<file path="src/rtl/bus_target_pkg.sv">
// ============================================================================
// Module : bus_target_pkg
// Brief  : Bus cycle types and status decode for the V33 bus target.
// Rev    : 1.0  initial release
// ============================================================================
`default_nettype none

package bus_target_pkg;

  typedef enum logic [2:0] {
    CYC_NONE,
    CYC_INT_ACK,
    CYC_IO_RD,
    CYC_IO_WR,
    CYC_HALT_ACK,
    CYC_IPQ_FETCH,
    CYC_MEM_RD,
    CYC_MEM_WR
  } bus_cycle_e;

  typedef enum logic [1:0] {
    ST_IDLE,
    ST_ADDR,
    ST_WAIT,
    ST_READY
  } bus_state_e;

  localparam logic [15:0] c_idle_rdata = 16'hffff;

  // Status code is {m_io, r_w, busst1, busst0}.
  function automatic bus_cycle_e decode_bus_status(input logic [3:0] code);
    case (code)
      4'b0100: return CYC_INT_ACK;
      4'b0101: return CYC_IO_RD;
      4'b0001: return CYC_IO_WR;
      4'b0011: return CYC_HALT_ACK;
      4'b1100: return CYC_IPQ_FETCH;
      4'b1101: return CYC_MEM_RD;
      4'b1001: return CYC_MEM_WR;
      default: return CYC_NONE;
    endcase
  endfunction

  function automatic logic is_mem_read(input bus_cycle_e cyc);
    return (cyc == CYC_MEM_RD) || (cyc == CYC_IPQ_FETCH);
  endfunction

endpackage

`default_nettype wire

</file>
<file path="src/rtl/bus_target.sv">
// ============================================================================
// Module : bus_target
// Brief  : V33 bus responder with programmable wait states and memory/IO ports.
// Rev    : 1.0  initial release
// ============================================================================
`default_nettype none

module bus_target
  import bus_target_pkg::*;
#(
  parameter int MEM_WAIT = 0,
  parameter int IO_WAIT  = 1,
  parameter int MEM_BITS = 20
) (
  input  logic        clk,
  input  logic        reset,
  input  logic        ce_1,
  input  logic        ce_2,
  input  logic        n_bcyst,
  input  logic        n_dstb,
  input  logic        r_w,
  input  logic        m_io,
  input  logic        busst0,
  input  logic        busst1,
  input  logic        n_ube,
  input  logic [23:0] addr,
  input  logic [15:0] bus_wdata,
  output logic [15:0] bus_rdata,
  output logic        n_ready,
  output logic [22:0] mem_addr,
  output logic        mem_rd,
  output logic [1:0]  mem_we,
  output logic [15:0] mem_wdata,
  input  logic [15:0] mem_rdata,
  output logic [15:0] io_addr,
  output logic        io_rd,
  output logic [1:0]  io_we,
  output logic [15:0] io_wdata,
  input  logic [15:0] io_rdata,
  input  logic [7:0]  int_vector,
  output logic        int_ack_done,
  output logic        halted,
  output logic        protocol_fault
);

  bus_state_e  r_state;
  bus_cycle_e  r_cyc;
  logic [23:0] r_addr;
  logic [1:0]  r_be;
  logic        r_undec;
  logic [7:0]  r_cnt;
  logic        r_int_phase;

  bus_cycle_e  w_cyc;
  logic        w_undec;
  logic        w_unused;

  assign w_cyc    = decode_bus_status({m_io, r_w, busst1, busst0});
  assign w_undec  = (addr >> MEM_BITS) != 24'd0;
  assign w_unused = n_dstb;
  assign mem_addr = r_addr[23:1];
  assign io_addr  = r_addr[15:0];

  always_ff @(posedge clk) begin
    if (reset) begin
      r_state        <= ST_IDLE;
      r_cyc          <= CYC_NONE;
      r_addr         <= '0;
      r_be           <= '0;
      r_undec        <= 1'b0;
      r_cnt          <= '0;
      r_int_phase    <= 1'b0;
      n_ready        <= 1'b1;
      bus_rdata      <= c_idle_rdata;
      mem_rd         <= 1'b0;
      mem_we         <= 2'b00;
      mem_wdata      <= '0;
      io_rd          <= 1'b0;
      io_we          <= 2'b00;
      io_wdata       <= '0;
      int_ack_done   <= 1'b0;
      halted         <= 1'b0;
      protocol_fault <= 1'b0;
    end else begin
      mem_rd       <= 1'b0;
      mem_we       <= 2'b00;
      io_rd        <= 1'b0;
      io_we        <= 2'b00;
      int_ack_done <= 1'b0;

      if (ce_2 && !n_bcyst && (r_state != ST_IDLE)) protocol_fault <= 1'b1;

      case (r_state)
        ST_IDLE: begin
          if (ce_2 && !n_bcyst) begin
            r_cyc   <= w_cyc;
            r_addr  <= addr;
            r_be    <= {~n_ube, ~addr[0]};
            r_undec <= w_undec;
            // IO-space codes (including INT_ACK/HALT_ACK) take the IO wait count.
            r_cnt   <= m_io ? 8'(MEM_WAIT) : 8'(IO_WAIT);
            mem_rd  <= is_mem_read(w_cyc) && !w_undec;
            io_rd   <= (w_cyc == CYC_IO_RD);
            r_state <= ST_ADDR;
          end
        end
        ST_ADDR: begin
          if (ce_1) begin
            case (r_cyc)
              CYC_MEM_RD, CYC_IPQ_FETCH: bus_rdata <= r_undec ? c_idle_rdata : mem_rdata;
              CYC_MEM_WR: begin
                if (!r_undec) begin
                  mem_we    <= r_be;
                  mem_wdata <= bus_wdata;
                end
              end
              CYC_IO_RD: bus_rdata <= io_rdata;
              CYC_IO_WR: begin
                io_we    <= r_be;
                io_wdata <= bus_wdata;
              end
              CYC_INT_ACK: begin
                bus_rdata   <= r_int_phase ? {8'hff, int_vector} : c_idle_rdata;
                r_int_phase <= ~r_int_phase;
              end
              default: ;
            endcase
            halted <= (r_cyc == CYC_HALT_ACK);
            if (r_cnt == 8'd0) begin
              n_ready <= 1'b0;
              r_state <= ST_READY;
            end else begin
              r_cnt   <= r_cnt - 8'd1;
              r_state <= ST_WAIT;
            end
          end
        end
        ST_WAIT: begin
          if (ce_1) begin
            if (r_cnt == 8'd0) begin
              n_ready <= 1'b0;
              r_state <= ST_READY;
            end else begin
              r_cnt <= r_cnt - 8'd1;
            end
          end
        end
        ST_READY: begin
          if (ce_2) begin
            n_ready <= 1'b1;
            // Phase already toggled at ADDR, so a cleared phase marks the second acknowledge.
            int_ack_done <= (r_cyc == CYC_INT_ACK) && !r_int_phase;
            r_state <= ST_IDLE;
          end
        end
        default: r_state <= ST_IDLE;
      endcase
    end
  end

endmodule

`default_nettype wire

</file>
<file path="config.mk">
export PLATFORM = sky130hd
export DESIGN_NAME = bus_target
export DESIGN_NICKNAME = d
export VERILOG_FILES = /design/src/rtl/bus_target_pkg.sv /design/src/rtl/bus_target.sv
export SDC_FILE = /design/constraint.sdc
export NUM_CORES = 1
export LEC_CHECK = 0
export CORE_AREA = 2 2 103 105
export DETAILED_ROUTE_END_ITERATION = 10
export DIE_AREA = 0 0 105 107
export PLACE_DENSITY_LB_ADDON = 0.08
export SYNTH_ARGS = -nofsm -noshare
export SYNTH_HDL_FRONTEND = slang
export SYNTH_SLANG_ARGS = --single-unit
export TNS_END_PERCENT = 50
</file>
<file path="constraint.sdc">
create_clock -name clk -period 2.3 [get_ports clk]
set_input_delay 0.46 -clock clk [delete_from_list [all_inputs] [get_ports clk]]
set_output_delay 0.46 -clock clk [all_outputs]
set_load 0.01 [all_outputs]
</file>
## After elaboration in Yosys (flattened, before gate mapping)

Cells that the tools add are included.

| word-level totals | value |
|---|---|
| register bits after elaboration | 99 |
| input bits | 91 |
| output and inout port bits | 97 |
| word-level logic and storage cells | 109 |

| cells by class | value |
|---|---|
| $add $sub $neg | 1 |
| equal/unequal tests | 28 |
| muxes and demuxes | 20 |
| bitwise logic cells | 12 |
| reductions and logical operators | 30 |

Operator list:

| operator | count |
|---|---|
| one-hot mux 16 bit (3 select lines) | 1 |
| two-way mux 8 bit | 4 |
| nonzero test 24 bit | 1 |
| one-hot mux 3 bit (7 select lines) | 1 |
| == test 3 bit (second input constant) | 6 |
| two-way mux 16 bit | 1 |
| one-hot mux 8 bit (2 select lines) | 1 |
| == test 4 bit (second input constant) | 3 |
| inequality test 2 bit (second input constant) | 6 |
| inverter 1 bit | 12 |
| AND reduction 4 bit | 3 |
| two-way mux 2 bit | 5 |
| == test 3 x 2 -> 1 bit (second input constant) | 3 |
| AND reduction 3 bit | 3 |
| == test 4 x 3 -> 1 bit (second input constant) | 2 |
| zero test 8 bit | 1 |
| one-hot mux 2 bit (4 select lines) | 1 |
| subtractor 8 x 1 -> 8 bit (second input constant) | 1 |
| nonzero test 2 bit | 3 |
| OR reduction 3 bit | 2 |
| two-way mux 1 bit | 5 |
| AND reduction 5 bit | 1 |
| OR reduction 5 bit | 1 |
| == test 2 bit (second input constant) | 2 |
| other kinds (14) | 22 |

## Depth between registers and ports, before layout

| depth | value |
|---|---|
| word-level depth | 5 |
| gate-level depth with buffers | 8 |
| mapped depth without buffers | 6 |

## Least setup slack after synthesis

No wires, ideal clock.

| timing | value |
|---|---|
| path type | reg-to-reg |
| start point | register r_state[0] |
| end point | register r_cnt[3] |
| library setup time | 0.072 ns |
| data arrival time | 1.869 ns |
| data required time | 2.228 ns |
| setup slack | 0.360 ns |
| cell stages (with the launch flop) | 7 |
| path buffers | 0 |
| period minus slack after synthesis | 1.940 ns |
| cells stage by stage | dfxtp_1 > inv_1 > ha_1 > nor4bb_1 > a221o_1 > or4_1 > a21oi_1 |

| on the way | value |
|---|---|
| longest elaborated chain between the ends | 4 |
| elaborated cells on any way between the ends | 10 |
| classes of those cells | 5 x eq/ne; 1 x mux; 4 x reduce/logical |

RTL lines:

| item | line | text |
|---|---|---|
| start, declared | bus_target.sv:46 | `bus_state_e r_state;` |
| start signal, assigned | bus_target.sv:66 | `r_state <= ST_IDLE;` |
| start signal, assigned | bus_target.sv:104 | `r_state <= ST_ADDR;` |
| start signal, assigned | bus_target.sv:131 | `r_state <= ST_READY;` |
| == test 2 bit or == test 2 x 1 -> 1 bit (tied branches) | bus_target.sv:93 | `case (r_state)` |
| OR reduction 2 bit (no line) | -- |  |
| inequality test 2 bit (no line), or another cell as far along | -- |  |
| AND reduction 4 bit (no line) | -- |  |
| end signal, assigned | bus_target.sv:101 | `r_cnt <= m_io ? 8'(MEM_WAIT) : 8'(IO_WAIT);` |
| end signal, assigned | bus_target.sv:133 | `r_cnt <= r_cnt - 8'd1;` |
| end signal, assigned | bus_target.sv:144 | `r_cnt <= r_cnt - 8'd1;` |
| end, declared | bus_target.sv:51 | `logic [7:0] r_cnt;` |

Several ways; a longest one is shown, not always the timed one.
A chain may end at the register's enable or synchronous reset.

## Worst setup path after layout

| timing | value |
|---|---|
| start point | register r_state[1] |
| end point | register r_cnt[4] |

The elaborated chain is that of the path after synthesis.

==> flow_summary.ini <==
[route]
drc = 0
drt_first_pass_iters = 4
drt_iter0_markers = 159
wl_mm = 11.6
vias_per_cell = 4.98
via_count = 4096
ant_nets = 0
wl_per_cell_um = 14.1

[setup_path]
required_ns = 2.58
critPathTopFamily = compound AO/OA/AOI/OAI gates
slowest_stage = dfxtp_1
max_stage_delay_ns = 0.41
start_kind = flip-flop
ff2ff_setup_slack_ns = 0.15
crit_fanout = 9
cp-end-kind = flip-flop
path_class = flip-flop to flip-flop
path_buf_inv = 2
path_cells = inv_1 > ha_1 > nor4bb_1 > a221o_1 > buf_4 > or3_1 > a21oi_1
critPathArrivalTime_ns = 2.43

[logic_synthesis]
synth_seq_area_share_pct = 47.3
synthDistinctLibCells = 46
syn_area_mm2 = 0.00419
syn_area_per_cell_um2 = 8.06
synth-edff-count = 0
synthArstFlopShare_pct = 0
yosys_warnings = 0
synth_seq_cells = 99
mappedNetlistNets = 620
netlist_instances = 520
synth_flop_cell = dfxtp_1

[place]
io_buffers = 186
hpwl_mm = 8.51
globalplace.congestion = 0.843

[global_routing]
grt_max_degree = 78
grt_util_met3_pct = 4.62
overflow = 0
grt_pass1_vias = 3968
gr-usage-met1_pct = 25.1
gr-usage-met2_pct = 34.4
grt.total_usage_pct = 20.3
grt.busiest_layer = met2
antenna_found_initial = 0
grt_pass1_wl_mm = 18.5

[power]
pwr-share-clk_pct = 25.3
power_frac_comb_pct = 31.6
intPower_w = 0.00317
switching_share_pct = 30.8
power.static_leakage_nw = 2.27
seqPwrFrac_pct = 43.1
peakVddDrop_mv = 0.330
power.switching_w = 0.00142
p_per_area_mw_per_mm2 = 726

[finish]
final_cell_mix = clkdlybuf4s50_1, nand2_1, dfxtp_1
area_delta_synth_final_pct = 50.8
final_core_util_pct = 62.6
final_nets = 782
diodes = 0
num-fill-cells = 941
layout-drive-gt1-share_pct = 5.68
mostFrequentLayoutCell = clkdlybuf4s50_1

[floorplanning]
ios = 188
dieHeight_um = 107
die_w_um = 105
core-area_mm2 = 0.0101
die_area_mm2 = 0.0112
rows = 37
initial_core_util_pct = 41.5

[timing]
holdWs_ns = 0.456
final.min_clock_period_ns = 2.15
worst_pin_slew_ns = 0.473
slew_viol_final = 0
hold_viol = 0
finalCritPeriodShare_pct = 93.4
slew_headroom_pct = 68.5
final-setup-viol-count = 0
fin_skew_ns = 0.0110
rsz0062_at_grt = false
fmax_mhz = 466
tns_ns = 0

[min_path]
hold_class = flip-flop to flip-flop

[clocking]
clk_pin_slew_worst_paths_ns = 0.09
cts-htree-levels = 3
cts_root_buf = clkbuf_8
cts.sinks = 99
cts_setup_buffers = 0
numCtsBuffers = 9
clockBufferDepth = 2
tritoncts = done
ctsResizeCount = 0
clk_latency_ns = 0.35
hold_buffers = 0

[run]
maxCapViolCount = 0

[outcome]
outcome = finished, final reports clean
## flip-flops by register name, indices dropped and copies added (netlist names)
register        count
r_addr             24
bus_rdata          16
io_wdata           16
mem_wdata          16
r_cnt               8
r_cyc               3
io_we               2
mem_we              2
r_be                2
r_state             2
halted              1
int_ack_done        1
io_rd               1
mem_rd              1
n_ready             1
protocol_fault      1
r_int_phase         1
r_undec             1
## synth_stat cells (all sizes together), types with 8 or more instances
cell | instances | area share, %
nor2 | 18 | 1.6
a22oi | 8 | 1.4
o21ai | 25 | 3.0
nand2 | 132 | 12
o211ai | 9 | 1.6
clkbuf | 29 | 2.6
nand2b | 11 | 1.6
a21oi | 78 | 9.3
o22ai | 8 | 1.2
inv | 10 | 0.90
buf | 22 | 3.5
o21a | 9 | 1.6
dfxtp | 99 | 47
ha | 9 | 2.7
## layout make-up
type / count / area, um^2 / area share, %
clock buffers: 12 / 155 / 2.45
clock inverters: 4 / 57.6 / 0.911
inverters: 10 / 37.5 / 0.594
multi-input cells: 360 / 1920 / 30.3
flip-flops and latches: 99 / 1980 / 31.4
well taps: 136 / 170 / 2.69
repair buffers: 202 / 2000 / 31.7
## metal layers
layer | share of wire (%) | wire, um
met5 | 0 | 0
met4 | 1.8 | 208
met3 | 6.5 | 760
met2 | 47 | 5500
met1 | 44 | 5150
## power groups by stage
stage / Combinational [W] / Sequential [W] / Clock (W)
after detailed placement: 0.00145 / 0.00201 / 0
after global placement: 0.00141 / 0.00200 / 0
after floorplan: 0.000870 / 0.00201 / 0
after global routing: 0.00161 / 0.00200 / 0.00127
after CTS: 0.00145 / 0.00198 / 0.00120
final: 0.00145 / 0.00198 / 0.00116
## stage by stage
| step | cells | total power (W) | setup slack [ns] | area [um^2] |
|---|---|---|---|---|
| 2_1_floorplan | 520 | 0.00288 | 0.360 | 4190 |
| 3_3_place_gp | 807 | 0.00342 | 0.0890 | 6110 |
| 3_5_place_dp | 807 | 0.00346 | 0.0561 | 6110 |
| 4_1_cts | 823 | 0.00463 | 0.162 | 6320 |
| 5_1_grt | 823 | 0.00487 | 0.0469 | 6320 |
| 6_report | 823 | 0.00459 | 0.152 | 6320 |
## final timing paths
kind,depth (start not counted),from,endpoint
worst max register to register,7,r_state[1],r_cnt[4]
worst max-delay path,7,r_state[1],r_cnt[4]
worst min register to register,2,mem_wdata[13],mem_wdata[13]
worst min-delay path,2,mem_wdata[13],mem_wdata[13]
## logic make-up (layout without fill, tap and decap cells)
logic type      after synthesis  in the layout  share of synthesized area, %
compound gates              148            148                          20.3
buf+inv                      61            228                          7.01
flops                        99             99                          47.3
simple gates                197            197                          21.4
fa+ha+maj                     9              9                          2.69
xor+xnor                      2              2                         0.418
mux                           4              4                         0.985
## worst min-delay path, delay by kind of cell (launching register included)
kind,cells,cell delay (ns)
and+or+nand+nor,1,0.05
DFF,1,0.32
AOI/OAI and AO/OA,1,0.05
(Power assumes the default switching activity.)
